### src/rtl/sum_accumulator_if.sv
// Handshake bundle between the adder stage, the summing accumulator and its consumer.
// The slave modport is the accumulator; the master modport is the surrounding logic.
interface sum_accumulator_if #(
    parameter int DATA_W = 4,
    parameter int ACC_W  = 7
);
    logic              start;
    logic              in_valid;
    logic              in_ready;
    logic [DATA_W-1:0] sum_in;
    logic              cout_in;
    logic              out_valid;
    logic              out_ready;
    logic [ACC_W-1:0]  acc_out;
    logic              ovf;
    logic              busy;

    modport slave (
        input  start, in_valid, sum_in, cout_in, out_ready,
        output in_ready, out_valid, acc_out, ovf, busy
    );

    modport master (
        output start, in_valid, sum_in, cout_in, out_ready,
        input  in_ready, out_valid, acc_out, ovf, busy
    );
endinterface

### src/rtl/sum_accumulator.sv
// Sums NUM_TERMS {cout, sum} adder results into an ACC_W accumulator with a sticky overflow flag.
// Optional macro SUM_ACC_SATURATE_EN clamps the total at all-ones instead of wrapping.
module sum_accumulator #(
    parameter int DATA_W    = 4,
    parameter int ACC_W     = 7,
    parameter int NUM_TERMS = 4
) (
    input  logic clk,
    input  logic rst_n,
    sum_accumulator_if.slave bus
);
    localparam int CNT_W = $clog2(NUM_TERMS + 1);
    localparam logic [CNT_W-1:0] LAST_IDX = CNT_W'(NUM_TERMS - 1);

    typedef enum logic [1:0] {
        S_IDLE  = 2'd0,
        S_ACCUM = 2'd1,
        S_DONE  = 2'd2
    } state_t;

    state_t           r_state;
    state_t           w_state_next;
    logic [ACC_W-1:0] r_acc;
    logic             r_ovf;
    logic [CNT_W-1:0] r_count;
    logic             w_clear;
    logic             w_accept;
    logic [ACC_W:0]   w_term;
    logic [ACC_W:0]   w_sum;
    logic [ACC_W-1:0] w_acc_new;

    // One extra bit on the adder exposes the carry out of the accumulator MSB.
    assign w_term = (ACC_W + 1)'({bus.cout_in, bus.sum_in});
    assign w_sum  = {1'b0, r_acc} + w_term;

`ifdef SUM_ACC_SATURATE_EN
    assign w_acc_new = w_sum[ACC_W] ? {ACC_W{1'b1}} : w_sum[ACC_W-1:0];
`else
    assign w_acc_new = w_sum[ACC_W-1:0];
`endif

    always_ff @(posedge clk or negedge rst_n) begin
        if (!rst_n) begin
            r_state <= S_IDLE;
        end else begin
            r_state <= w_state_next;
        end
    end

    always_comb begin
        w_state_next = r_state;
        w_clear      = 1'b0;
        w_accept     = 1'b0;
        case (r_state)
            S_IDLE: begin
                if (bus.start) begin
                    w_clear      = 1'b1;
                    w_state_next = S_ACCUM;
                end
            end
            S_ACCUM: begin
                if (bus.in_valid) begin
                    w_accept = 1'b1;
                    if (r_count == LAST_IDX) begin
                        w_state_next = S_DONE;
                    end
                end
            end
            S_DONE: begin
                // A start arriving alongside out_ready is dropped on purpose.
                if (bus.out_ready) begin
                    w_state_next = S_IDLE;
                end
            end
            default: begin
                w_state_next = S_IDLE;
            end
        endcase
    end

    always_ff @(posedge clk or negedge rst_n) begin
        if (!rst_n) begin
            r_acc   <= '0;
            r_ovf   <= 1'b0;
            r_count <= '0;
        end else if (w_clear) begin
            r_acc   <= '0;
            r_ovf   <= 1'b0;
            r_count <= '0;
        end else if (w_accept) begin
            r_acc   <= w_acc_new;
            r_ovf   <= r_ovf | w_sum[ACC_W];
            r_count <= r_count + CNT_W'(1);
        end
    end

    assign bus.in_ready  = (r_state == S_ACCUM);
    assign bus.out_valid = (r_state == S_DONE);
    assign bus.busy      = (r_state == S_ACCUM) || (r_state == S_DONE);
    assign bus.acc_out   = r_acc;
    assign bus.ovf       = r_ovf;
endmodule

### src/flat_wrapper.sv
// flat-port wrapper written by rule: the top's interface ports become plain ports
module sum_accumulator_flat 
#(
    parameter int DATA_W    = 4,
    parameter int ACC_W     = 7,
    parameter int NUM_TERMS = 4
)
  (clk, rst_n, bus_start, bus_in_valid, bus_sum_in, bus_cout_in, bus_out_ready, bus_in_ready, bus_out_valid, bus_acc_out, bus_ovf, bus_busy);
  sum_accumulator_if #(.DATA_W(DATA_W), .ACC_W(ACC_W)) bus_i ();
  input  logic clk;
  input  logic rst_n;
  input wire logic [$bits(bus_i.start)-1:0] bus_start;
  input wire logic [$bits(bus_i.in_valid)-1:0] bus_in_valid;
  input wire logic [$bits(bus_i.sum_in)-1:0] bus_sum_in;
  input wire logic [$bits(bus_i.cout_in)-1:0] bus_cout_in;
  input wire logic [$bits(bus_i.out_ready)-1:0] bus_out_ready;
  output wire logic [$bits(bus_i.in_ready)-1:0] bus_in_ready;
  output wire logic [$bits(bus_i.out_valid)-1:0] bus_out_valid;
  output wire logic [$bits(bus_i.acc_out)-1:0] bus_acc_out;
  output wire logic [$bits(bus_i.ovf)-1:0] bus_ovf;
  output wire logic [$bits(bus_i.busy)-1:0] bus_busy;
  assign bus_i.start = bus_start;
  assign bus_i.in_valid = bus_in_valid;
  assign bus_i.sum_in = bus_sum_in;
  assign bus_i.cout_in = bus_cout_in;
  assign bus_i.out_ready = bus_out_ready;
  assign bus_in_ready = bus_i.in_ready;
  assign bus_out_valid = bus_i.out_valid;
  assign bus_acc_out = bus_i.acc_out;
  assign bus_ovf = bus_i.ovf;
  assign bus_busy = bus_i.busy;
  sum_accumulator #(.DATA_W(DATA_W), .ACC_W(ACC_W), .NUM_TERMS(NUM_TERMS)) u_core (.clk(clk), .rst_n(rst_n), .bus(bus_i));
endmodule
### config.mk
export PLATFORM = sky130hd
export DESIGN_NAME = sum_accumulator_flat
export DESIGN_NICKNAME = d
export VERILOG_FILES = /design/src/rtl/sum_accumulator_if.sv /design/src/rtl/sum_accumulator.sv /design/src/flat_wrapper.sv
export SDC_FILE = /design/constraint.sdc
export NUM_CORES = 1
export LEC_CHECK = 0
export ABC_AREA = 1
export BUFFER_PORTS_ARGS = -buffer_cell sky130_fd_sc_hd__buf_4
export CORE_MARGIN = 3
export CORE_UTILIZATION = 30
export DETAILED_ROUTE_END_ITERATION = 8
export PLACE_DENSITY_LB_ADDON = 0.25
export RECOVER_POWER = 100
export SYNTH_ARGS = -nofsm -noshare
export SYNTH_HDL_FRONTEND = slang
export SYNTH_SLANG_ARGS = --single-unit
### constraint.sdc
create_clock -name clk -period 1.8 [get_ports clk]
set_clock_uncertainty 0.05 [all_clocks]
set_input_delay 0.36 -clock clk [delete_from_list [all_inputs] [get_ports clk]]
set_output_delay 0.36 -clock clk [all_outputs]
set_load 0.05 [all_outputs]
# After elaboration in Yosys (flattened, before gate mapping)

Cells that the tools add are included.

Reductions and logical operators: 4
Add/subtract/negate cells: 2
Equality and inequality tests: 7
Muxes and demuxes: 15
Bitwise gates (word level): 1

Operators with widths:

| operator              | number |
|---|---|
| $mux W7               | 2 |
| $add A7 B5 Y8         | 1 |
| $mux W2               | 4 |
| $mux W1               | 6 |
| $mux W3               | 2 |
| $ne A2 B2 Y1 const B  | 3 |
| $pmux W2 S3           | 1 |
| $reduce_and A4 Y1     | 1 |
| $add A3 B1 Y3 const B | 1 |
| $eq A3 B2 Y1 const B  | 1 |
| $eq A2 B1 Y1 const B  | 1 |
| $eq A2 B2 Y1 const B  | 1 |
| $logic_not A2 Y1      | 1 |
| $ne A2 B1 Y1 const B  | 1 |
| $reduce_bool A2 Y1    | 1 |
| $logic_or A1 B1 Y1    | 1 |
| $or A1 B1 Y1          | 1 |

Flip-flop bits (word level): 13
Word-level logic and storage cells: 33

# Logic depth before layout (Yosys ltp)

Gate-level depths: netlist of the first run.

Depth after elaboration: 4
Gate-level depth with buffers: 9
Mapped depth without buffers: 9

# Worst setup path after synthesis of the first run

Ideal clock, no wire load.

Kind: register to register
Start: reg u_core.r_acc[0], in the netlist u_core.bus.acc_out[0]
End: reg u_core.r_acc[6], in the netlist u_core.bus.acc_out[6]
Setup time: 121 ps
Period minus slack after synthesis: 1857 ps
Data arrival time: 1686 ps
Cell stages (with the launch flop): 9
Setup slack: -57 ps
Data required time: 1629 ps
Path buffers: 0
Cells stage by stage: dfrtp_1 > ha_1 > fa_1 > nand2_1 > nand2_1 > nand3_1 > nand2_1 > a21oi_1 > nor2_1

Word-level cells in the longest chain between the ends: 3

RTL lines:

| what                   | RTL line              | RTL |
|---|---|---|
| from (decl)            | sum_accumulator.sv:23 | `logic [ACC_W-1:0] r_acc;` |
| from (signal assigned) | sum_accumulator.sv:91 | `r_acc <= w_acc_new;` |
| $add A7 B5 Y8          | sum_accumulator.sv:34 | `assign w_sum = {1'b0, r_acc} + w_term;` |
| $mux W7                | sum_accumulator.sv:90 | `end else if (w_accept) begin` |
| $mux W7                | sum_accumulator.sv:86 | `end else if (w_clear) begin` |

Every way passes these cells. The select of a mux whose other input is x is not followed.
A chain may end at the register's enable or synchronous reset.

# Final worst setup path of the first run

Start: reg u_core.r_state[0]
End: out bus_busy

Word-level cells in the longest chain between the ends: 2

RTL lines:

| what                                         | RTL line              | RTL |
|---|---|---|
| from (decl)                                  | sum_accumulator.sv:21 | `state_t r_state;` |
| from (signal assigned)                       | sum_accumulator.sv:46 | `r_state <= w_state_next;` |
| $eq A2 B1 Y1 or $eq A2 B2 Y1 (tied branches) | sum_accumulator.sv:99 | `assign bus.busy = (r_state == S_ACCUM) \|\| (r_state == S_DONE);` |
| $logic_or A1 B1 Y1 *                         | sum_accumulator.sv:99 |  |
| to (decl)                                    | flat_wrapper.sv:21    | `output wire logic [$bits(bus_i.busy)-1:0] bus_busy;` |

Mark *: on every way between the ends. The rest lies on a longest branch, timed or not.

==> impl_metrics.yaml, run 1 <==
status:
  outcome: "completed"
floorplan:
  rows: 18
  dieHeight_microns: 59.7
  io_pins: 21
  die_width_microns: 59.7
  core_sq_um: 2610
  start_util_pct: 33.1
  die-area_sq_um: 3560
drt:
  wl_mm: 1.80
  vias: 742
  viasPerCell: 4.70
  drtIter0Drc: 33
  postRouteAntennaNets: 0
  first_pass_iters: 4
  drc: 0
  wl_per_cell_microns: 11.4
synthesis:
  yosysUniqueCellTypes: 22
  yosys_warnings: 0
  synth_xor_area_share_pct: 0
  synth_nets: 126
  syn_area_sq_um: 865
  synth-edff-count: 0
  synth_adder_area_share_pct: 19.7
  synth_top_family_by_area: "simple AND/OR/NAND/NOR gates"
  synth_common_cells: "nand2_1 (26), inv_1 (14), dfrtp_1 (13)"
  synth_top_area_share_pct: 37.6
  synth.most_common_cell: "nand2_1"
  avgSynthCellArea_sq_um: 8.39
  seq_area_frac_synth_pct: 37.6
  ys_ff_latch: 13
  yosys-top-cells-area: "dfrtp_1 (38%), ha_1 (17%), nand2_1 (11%), inv_1 (6.1%), a22o_1 (3.0%)"
  yosys-mux-area-fraction_pct: 0
  synth_flop_cell: "dfrtp_1"
  synth-simple-area-share_pct: 22.4
  synth-async-reset-ratio_pct: 100
  yosys.area.top_type: "dfrtp_1"
  syn_inst: 103
  synth_compound_area_share_pct: 13.0
grt:
  grt_pass1_vias: 676
  grt_usage_pct: 11.4
  grt-busiest-layer: "met2"
  overflow: 0
  grt_use_met3_pct: 4.54
  grt_pass1_wl_mm: 3.06
  use_met2_pct: 16.8
  antenna_found_initial: 0
  met1_usage_pct: 15.6
  grt_max_degree: 14
clock_tree:
  cts_tree: "done"
  numCtsBuffers: 3
  cts.sinks: 13
  clk_pin_slew_worst_paths_ps: 90
  clockBufferDepth: 2
  clock-root-buffer: "clkbuf_4"
  clock_latency_ps: 280
  cts_max_level: 1
setup_path:
  cp_num_buf_inv: 2
  worst_ep_arrival_time_ps: 1280
  cpMaxStageDelayCell: "dfrtp_1"
  cp_max_fo: 4
  crit_path_start_kind: "flop"
  critPathKind: "reg -> out"
  cp-end-kind: "output pin"
  cpPeakStageDelay_ps: 410
  cp.required_ps: 1390
  path_cells: "inv_1 -> ha_1 -> clkbuf_4"
  critPathTopFamily: "flip-flops"
min_path:
  hp-class: "in -> reg"
finish:
  nets: 152
  drive_above_1_share_pct: 16.4
  syn_to_final_growth_pct: 21.6
  fin_area_sq_um: 1050
  antenna_cells: 0
timing:
  relSlewSlack_pct: 50.9
  fmax_mhz: 592
  fin_crit_sh_pct: 93.8
  setup_violations: 0
  tns_ps: 0
  grt_setup_unrepaired: "false"
  drv_slew: 0
  finalHoldViolations: 0
  worst_pin_slew_ps: 737
  fin_crit_ps: 1690
run:
  maxCapViolations: 0
pwr:
  peakVddDrop_mv: 1.02
  p_per_area_nw_per_um2: 1470
  p_leak_nw: 0.564
place:
  gp_congestion: 0.756
  place_hpwl_mm: 1.44
  io_buffers: 20
  place_area_sq_um: 1050
==> area by class of cell <==
cell class	instances	area [sq um]
fill	285	1560
inverter	16	60.1
multi-input combinational	74	477
sequential	13	327
clock buffer	4	26.3
timing repair buffer	21	124
tap	30	37.5
==> what timing repair did <==
action	in CTS	in global routing
setup buffers	0	0
gates resized for setup	0	1
setup endpoints to repair	0	1
hold buffers	1	0
endpoints found under the hold margin	13	0
==> tightest hold or removal path, stage by stage <==
cell     delay (ps)
buf_4            90
a21oi_2          90
nand2_1          60
o21ai_0          60
==> placed cells by master (no fill, tap or decap) <==
cell type,netlist,final
or2_0,0,1
inv_1,14,15
buf_4,0,8
fa_2,0,1
dfrtp_1,13,12
clkbuf_4,0,5
nand2_1,26,27
o21ai_0,5,6
nand3b_1,1,1
nand2_4,1,1
clkbuf_1,0,10
inv_2,1,1
dlygate4sd3_1,0,1
ha_1,12,12
nand2_2,2,1
buf_2,0,1
nand3_1,5,5
a21oi_2,1,1
o21ai_1,2,1
nor2_4,1,1
dfrtp_2,0,1
nor2_1,6,6
a22o_1,3,3
o221ai_1,1,1
o21bai_1,1,1
o22ai_1,1,1
a21oi_1,4,4
==> through the flow <==
step / std cells / hold slack [ps] / utilization [%] / total power [mW] / worst slack, ps
2_1_floorplan: 103 / 14.4 / - / 1.18 / 43.3
3_3_place_gp: 153 / 167 / 40.3 / 1.41 / 106
3_5_place_dp: 153 / 169 / 40.3 / 1.43 / 60.4
4_1_cts: 158 / 343 / 41.7 / 1.63 / 105
5_1_grt: 158 / 391 / 40.2 / 1.67 / 31.1
6_report: 158 / 370 / 40.2 / 1.55 / 111
==> layer usage <==
metal  share of wire, %  wire (microns)
met2                 47             846
met4               0.67              12
met1                 45             816
met5                  0               0
met3                6.8             123
==> path summary, 6_finish.rpt <==
path / startpoint / endpoint / slack [ps] / cells past startpoint
worst max-delay path: u_core.r_state[0] / bus_busy / 110 / 3
worst min-delay path: bus_start / u_core.bus.acc_out[4] / 370 / 4
worst max register to register: u_core.bus.acc_out[0] / u_core.bus.acc_out[6] / 160 / 8
worst min register to register: u_core.r_count[0] / u_core.r_count[0] / 450 / 1
max in group asynchronous: rst_n / u_core.bus.acc_out[0] / 580 / 2
min in group asynchronous: rst_n / u_core.bus.acc_out[2] / 590 / 2
==> cells by family after synthesis <==
family          count (synthesis)
simple gates                   43
compound gates                 18
fa+ha+maj                      13
buf+inv                        16
flops                          13
==> power breakdown <==
part	switching (mW)	internal (mW)
Clock	0.0999	0.0860
Sequential	0.0723	0.375
Combinational	0.650	0.262
==> sequential cells by signal (all words and copies together) (netlist names) <==
register / count
u_core.r_state: 2
u_core.bus.ovf: 1
u_core.r_count: 3
u_core.bus.acc_out: 7
(Power assumes the default switching activity.)
==> run 2: changes to the inputs <==
--- a/config.mk
+++ b/config.mk
@@ -8,7 +8,7 @@
 export ABC_AREA = 1
 export BUFFER_PORTS_ARGS = -buffer_cell sky130_fd_sc_hd__buf_4
 export CORE_MARGIN = 3
-export CORE_UTILIZATION = 30
+export CORE_UTILIZATION = 51
 export DETAILED_ROUTE_END_ITERATION = 8
 export PLACE_DENSITY_LB_ADDON = 0.25
 export RECOVER_POWER = 100
==> constraint.sdc (replaced) <==
create_clock -name clk -period 1.6 [get_ports clk]
set_clock_uncertainty 0.05 [all_clocks]
set_input_delay 0.32 -clock clk [delete_from_list [all_inputs] [get_ports clk]]
set_output_delay 0.32 -clock clk [all_outputs]
set_load 0.05 [all_outputs]
==> run 2 against run 1 <==
The flow now finishes with violations (negative setup slack). Via count is 6.3% higher. Combinational power is 49% higher. Sequential power is 13% higher. Die area is 38% lower. Clock power is 9% higher. First-iteration DRC count is 48% lower. Register-to-register slack worse by 170 ps. Final cell count is 5.1% lower. Critical path type is now reg -> reg. Critical endpoint is now u_core.bus.acc_out[6]. Largest cell class unchanged.
==> impl_metrics.yaml, run 2 (same netlist as run 1, synthesis figures left out) <==
drt:
  wl_per_cell_microns: 13.4
  viasPerCell: 5.26
  wl_mm: 2.01
  drtIter0Drc: 17
  drc: 0
  first_pass_iters: 4
  vias: 789
  postRouteAntennaNets: 0
finish:
  largest_register_ffs: 7
  fin_area_sq_um: 1180
  final_common_cell: "nand2_1"
  nets: 158
  syn_to_final_growth_pct: 36.5
  layout_common_cells: "nand2_1 (23), buf_4 (18), inv_1 (12), dfrtp_1 (11), ha_1 (9)"
  drive_above_1_share_pct: 37.3
  fillCellCount: 113
  antenna_cells: 0
place:
  post-place-ws_ps: 11.4
  gp_congestion: 0.786
  place_hpwl_mm: 1.42
  io_buffers: 20
  place_area_sq_um: 1060
pwr:
  switching_power_mw: 1.04
  seq_power_share_pct: 24.4
  swShare_pct: 50.2
  p_leak_nw: 0.634
  p_per_area_nw_per_um2: 1750
  clkPwrFrac_pct: 9.8
  power.internal_mw: 1.03
  power.total_mw: 2.07
  peakVddDrop_mv: 1.13
  combPwrFrac_pct: 65.9
clock_tree:
  cts_max_level: 1
  cts.sinks: 13
  numCtsBuffers: 3
  clockBufferDepth: 2
  clock_latency_ps: 280
  cts_tree: "done"
  clock-root-buffer: "clkbuf_4"
  clk_pin_slew_worst_paths_ps: 80
setup_path:
  cp.required_ps: 1720
  cp_max_fo: 2
  path_cells: "ha_4 -> fa_2 -> nand2_2 -> nand2_2 -> nand3_2 -> nand2_2 -> a21oi_2 -> nor2_1"
  rr_startpoint: "u_core.bus.acc_out[0]"
  critPathKind: "reg -> reg"
  crit_path_start_kind: "flop"
  cpPeakStageDelay_ps: 430
  worstReg2RegEnd: "u_core.bus.acc_out[6]"
  reg2reg_depth: 8
  critPathLaunch: "u_core.bus.acc_out[0]"
  critPathCapture: "u_core.bus.acc_out[6]"
  r2r_slack_ps: -6
  worst_ep_arrival_time_ps: 1730
  cpMaxStageDelayCell: "dfrtp_2"
  critical_path.most_common_cell: "nand2_2"
  cp-end-kind: "flop"
status:
  outcome: "complete, but fails checks"
  violations: "negative setup slack"
floorplan:
  die_width_microns: 47.2
  dieHeight_microns: 47.2
  core_sq_um: 1560
  die-area_sq_um: 2230
  rows: 14
  io_pins: 21
  start_util_pct: 55.5
timing:
  setup_violations: 1
  drv_slew: 0
  tns_ps: -6.01
  relSlewSlack_pct: 53.0
  fmax_mhz: 623
  hold_ws_ps: 328
  finalHoldViolations: 0
  fin_crit_ps: 1610
  fin_crit_sh_pct: 100
  worst_pin_slew_ps: 705
  grt_setup_unrepaired: "true"
  finalWorstSetupSlack_ps: -6.01
min_path:
  hp-class: "in -> reg"
grt:
  grt_pass1_vias: 725
  grt_pass1_wl_mm: 2.96
  grt_max_degree: 14
  grt_usage_pct: 19.2
  overflow: 0
  antenna_found_initial: 0
run:
  maxCapViolations: 0
run 2: cell types whose count changed in the layout (fill, tap and decap cells not counted), sizes merged:
cell,change
clkbuf,-6
clkinv,+1
buf,+11
run 2: layer usage:
metal | vias up | wire length, microns | track usage, %
met1 | 370 | 803 | 22.1
met4 | 0 | 12 | 6.63
met3 | 4 | 110 | 7.28
met2 | 18 | 1080 | 32.5
li1 | 397 | - | -
met5 | - | 0 | 0
run 2: worst max-delay path, delay by kind of cell, from the launching register on:
family	cells	cell delay, ps
fa+ha+maj	2	540
simple gates	5	340
compound gates	1	130
flops	1	430
run 2: how the worst min path moves through the flow:
| stage | start | endpoint | depth (start not counted) | slack [ps] |
|---|---|---|---|---|
| floorplan | rst_n | u_core.bus.acc_out[0] | 0 | -30 |
| global placement | rst_n | u_core.bus.acc_out[4] | 1 | 120 |
| detailed placement | rst_n | u_core.bus.acc_out[4] | 1 | 120 |
| CTS | bus_start | u_core.bus.acc_out[6] | 4 | 320 |
| global route | bus_start | u_core.bus.acc_out[5] | 4 | 310 |
| finish | bus_start | u_core.bus.acc_out[5] | 4 | 330 |
run 2: power by group through the flow:
stage	sequential (mW)	clock, mW	combinational, mW
after floorplan	0.662	0	0.681
after detailed placement	0.515	0	1.12
after CTS	0.497	0.209	1.18
final	0.504	0.202	1.36
after global routing	0.518	0.236	1.49
after global placement	0.507	0	1.09
run 2: cell type report:
| cell class | instances | area (sq um) | area share [%] |
|---|---|---|---|
| flip-flops and latches | 13 | 328 | 27.8 |
| repair buffers | 27 | 204 | 17.3 |
| inverters | 16 | 62.6 | 5.30 |
| well taps | 16 | 20.0 | 1.70 |
| multi-input cells | 74 | 538 | 45.6 |
| clock buffers | 3 | 22.5 | 1.91 |
| clock inverters | 1 | 5.00 | 0.424 |
run 2: per-stage QoR:
step                      util [%]  cells
after floorplan                  -    103
after global placement        68.1    140
after detailed placement      68.1    140
after CTS                     71.5    147
after global routing          75.7    150
final                         75.7    150
run 2: timing repair:
action | in CTS | in global routing
endpoints found under the hold margin | 13 | 0
pin swaps | 0 | 8
setup buffers | 2 | 3
endpoints found under the setup margin | 3 | 7
hold buffers | 1 | 0
gates cloned | 0 | 0
resized for setup | 1 | 14
==> run 3: changes to the inputs <==
--- a/config.mk
+++ b/config.mk
@@ -8,7 +8,7 @@
 export ABC_AREA = 1
 export BUFFER_PORTS_ARGS = -buffer_cell sky130_fd_sc_hd__buf_4
 export CORE_MARGIN = 3
-export CORE_UTILIZATION = 51
+export CORE_UTILIZATION = 55
 export DETAILED_ROUTE_END_ITERATION = 8
 export PLACE_DENSITY_LB_ADDON = 0.25
 export RECOVER_POWER = 100
==> constraint.sdc (replaced) <==
create_clock -name clk -period 2 [get_ports clk]
set_clock_uncertainty 0.05 [all_clocks]
set_input_delay 0.4 -clock clk [delete_from_list [all_inputs] [get_ports clk]]
set_output_delay 0.4 -clock clk [all_outputs]
set_load 0.05 [all_outputs]
==> run 3 against run 2 <==
Worst setup slack gained 240 ps. Die area decreased by 6.4%. Largest cell class unchanged. Clock-buffer cell count up 1. Critical path type is now reg -> out. First-iteration DRC count is 53% higher. Hold slack better by 90 ps. The run now ends clean. Global-route usage rose by 0.059 points. Wire length shrank 15%. Sequential share of layout area rose by 3.9 points. Register-to-register slack improved by 310 ps. Critical path depth shrank 5. Highest routed layer unchanged. Power fell by 33%. Non-clock buffer count is 6 lower.
==> impl_metrics.yaml, run 3 (same netlist as run 1, synthesis figures left out) <==
floorplan:
  rows: 13
  die-area_sq_um: 2080
  die_width_microns: 45.6
  dieHeight_microns: 45.6
  start_util_pct: 62.5
  io_pins: 21
  core_sq_um: 1380
timing:
  finalHoldViolations: 0
  setup_violations: 0
  hold_ws_ps: 418
  fin_crit_sh_pct: 88.1
  tns_ps: 0
  worst_pin_slew_ps: 729
  grt_setup_unrepaired: "false"
  relSlewSlack_pct: 51.4
  drv_slew: 0
  fin_crit_ps: 1760
  fmax_mhz: 567
clock_tree:
  clock-root-buffer: "clkbuf_4"
  clock_latency_ps: 270
  clk_pin_slew_worst_paths_ps: 80
  numCtsBuffers: 3
  ctsResizeCount: 0
  cts.sinks: 13
  post-cts-setup-buffers: 0
  cts_tree: "done"
  clockBufferDepth: 2
  holdBufCountCts: 1
  cts_max_level: 1
setup_path:
  critPathLaunch: "u_core.r_state[0]"
  crit_path_start_kind: "flop"
  cp_max_fo: 4
  worst_ep_arrival_time_ps: 1310
  critPathKind: "reg -> out"
  rr_startpoint: "u_core.bus.acc_out[0]"
  cp.required_ps: 1550
  cp-end-kind: "output pin"
grt:
  antenna_found_initial: 0
  grt_pass1_wl_mm: 2.92
  grt_usage_pct: 19.3
  grt_max_degree: 14
  overflow: 0
  grt_pass1_vias: 707
min_path:
  hp-class: "in -> reg"
  worstHoldStart: "bus_sum_in[0]"
drt:
  vias: 777
  viasPerCell: 5.43
  drc: 0
  wl_mm: 1.71
  wl_per_cell_microns: 11.9
  first_pass_iters: 4
  drtIter0Drc: 26
  postRouteAntennaNets: 0
place:
  gp_congestion: 0.793
  place_hpwl_mm: 1.34
  io_buffers: 20
status:
  outcome: "completed"
finish:
  largest_register_ffs: 7
  layout_common_cells: "nand2_1 (27), inv_1 (15), dfrtp_1 (13), ha_1 (12), clkbuf_1 (10)"
  final_common_cell: "nand2_1"
  antenna_cells: 0
  drive_above_1_share_pct: 14.8
  syn_to_final_growth_pct: 18.7
  nets: 152
pwr:
  swShare_pct: 53.8
  seq_power_share_pct: 28.6
  switching_power_uw: 741
  peakVddDrop_mv: 0.738
  p_leak_nw: 0.566
  clkPwrFrac_pct: 11.8
  power.internal_uw: 636
  p_per_area_nw_per_um2: 1340
  combPwrFrac_pct: 59.6
  power.total_mw: 1.38
run:
  maxCapViolations: 0
run 3: cell count changes in the layout (fill, tap and decap cells not counted), sizes merged:
cell	delta
buf	-12
clkbuf	+7
clkinv	-1
run 3: final timing paths:
kind	endpoint	slack [ps]	depth (start not counted)
worst min-delay path	u_core.bus.acc_out[0]	420	3
min in group asynchronous	u_core.bus.acc_out[5]	640	2
worst min register to register	u_core.r_count[0]	470	1
worst max-delay path	bus_busy	240	3
max in group asynchronous	u_core.r_count[2]	800	2
worst max register to register	u_core.bus.acc_out[6]	300	8
run 3: critical path: stages, from the launching register on:
cell      delay, ps
dfrtp_1         390
inv_1           100
ha_1            280
clkbuf_2        260
run 3: through the flow:
stage / instance area, sq um / setup WS [ps] / utilization [%] / cells
3_3_place_gp: 1030 / 263 / 74.8 / 138
3_5_place_dp: 1030 / 222 / 74.8 / 138
6_report: 1030 / 238 / 74.2 / 143
4_1_cts: 1070 / 292 / 77.4 / 143
5_1_grt: 1030 / 102 / 74.2 / 143
2_1_floorplan: 865 / 143 / - / 103
run 3: routing by layer:
metal  GRT usage, %  vias to the layer above  routed length [microns]
li1               -                      386                        -
met1           25.4                      354                      732
met2           30.6                       30                      812
met3           3.95                        7                      125
met4           7.60                        0                       36
met5              0                        -                        0
run 3: power groups by stage:
stage | logic, mW | registers (mW) | clock network [mW]
floorplan | 0.536 | 0.523 | 0
global placement | 0.857 | 0.399 | 0
detailed placement | 0.879 | 0.402 | 0
CTS | 0.887 | 0.396 | 0.169
global route | 0.907 | 0.408 | 0.183
finish | 0.820 | 0.394 | 0.163
run 3: cell type report:
class / instances / area, sq um
sequential: 13 / 325
multi-input combinational: 74 / 474
clock buffer: 4 / 26.3
inverter: 16 / 62.6
tap: 15 / 18.8
fill: 118 / 357
timing repair buffer: 21 / 119
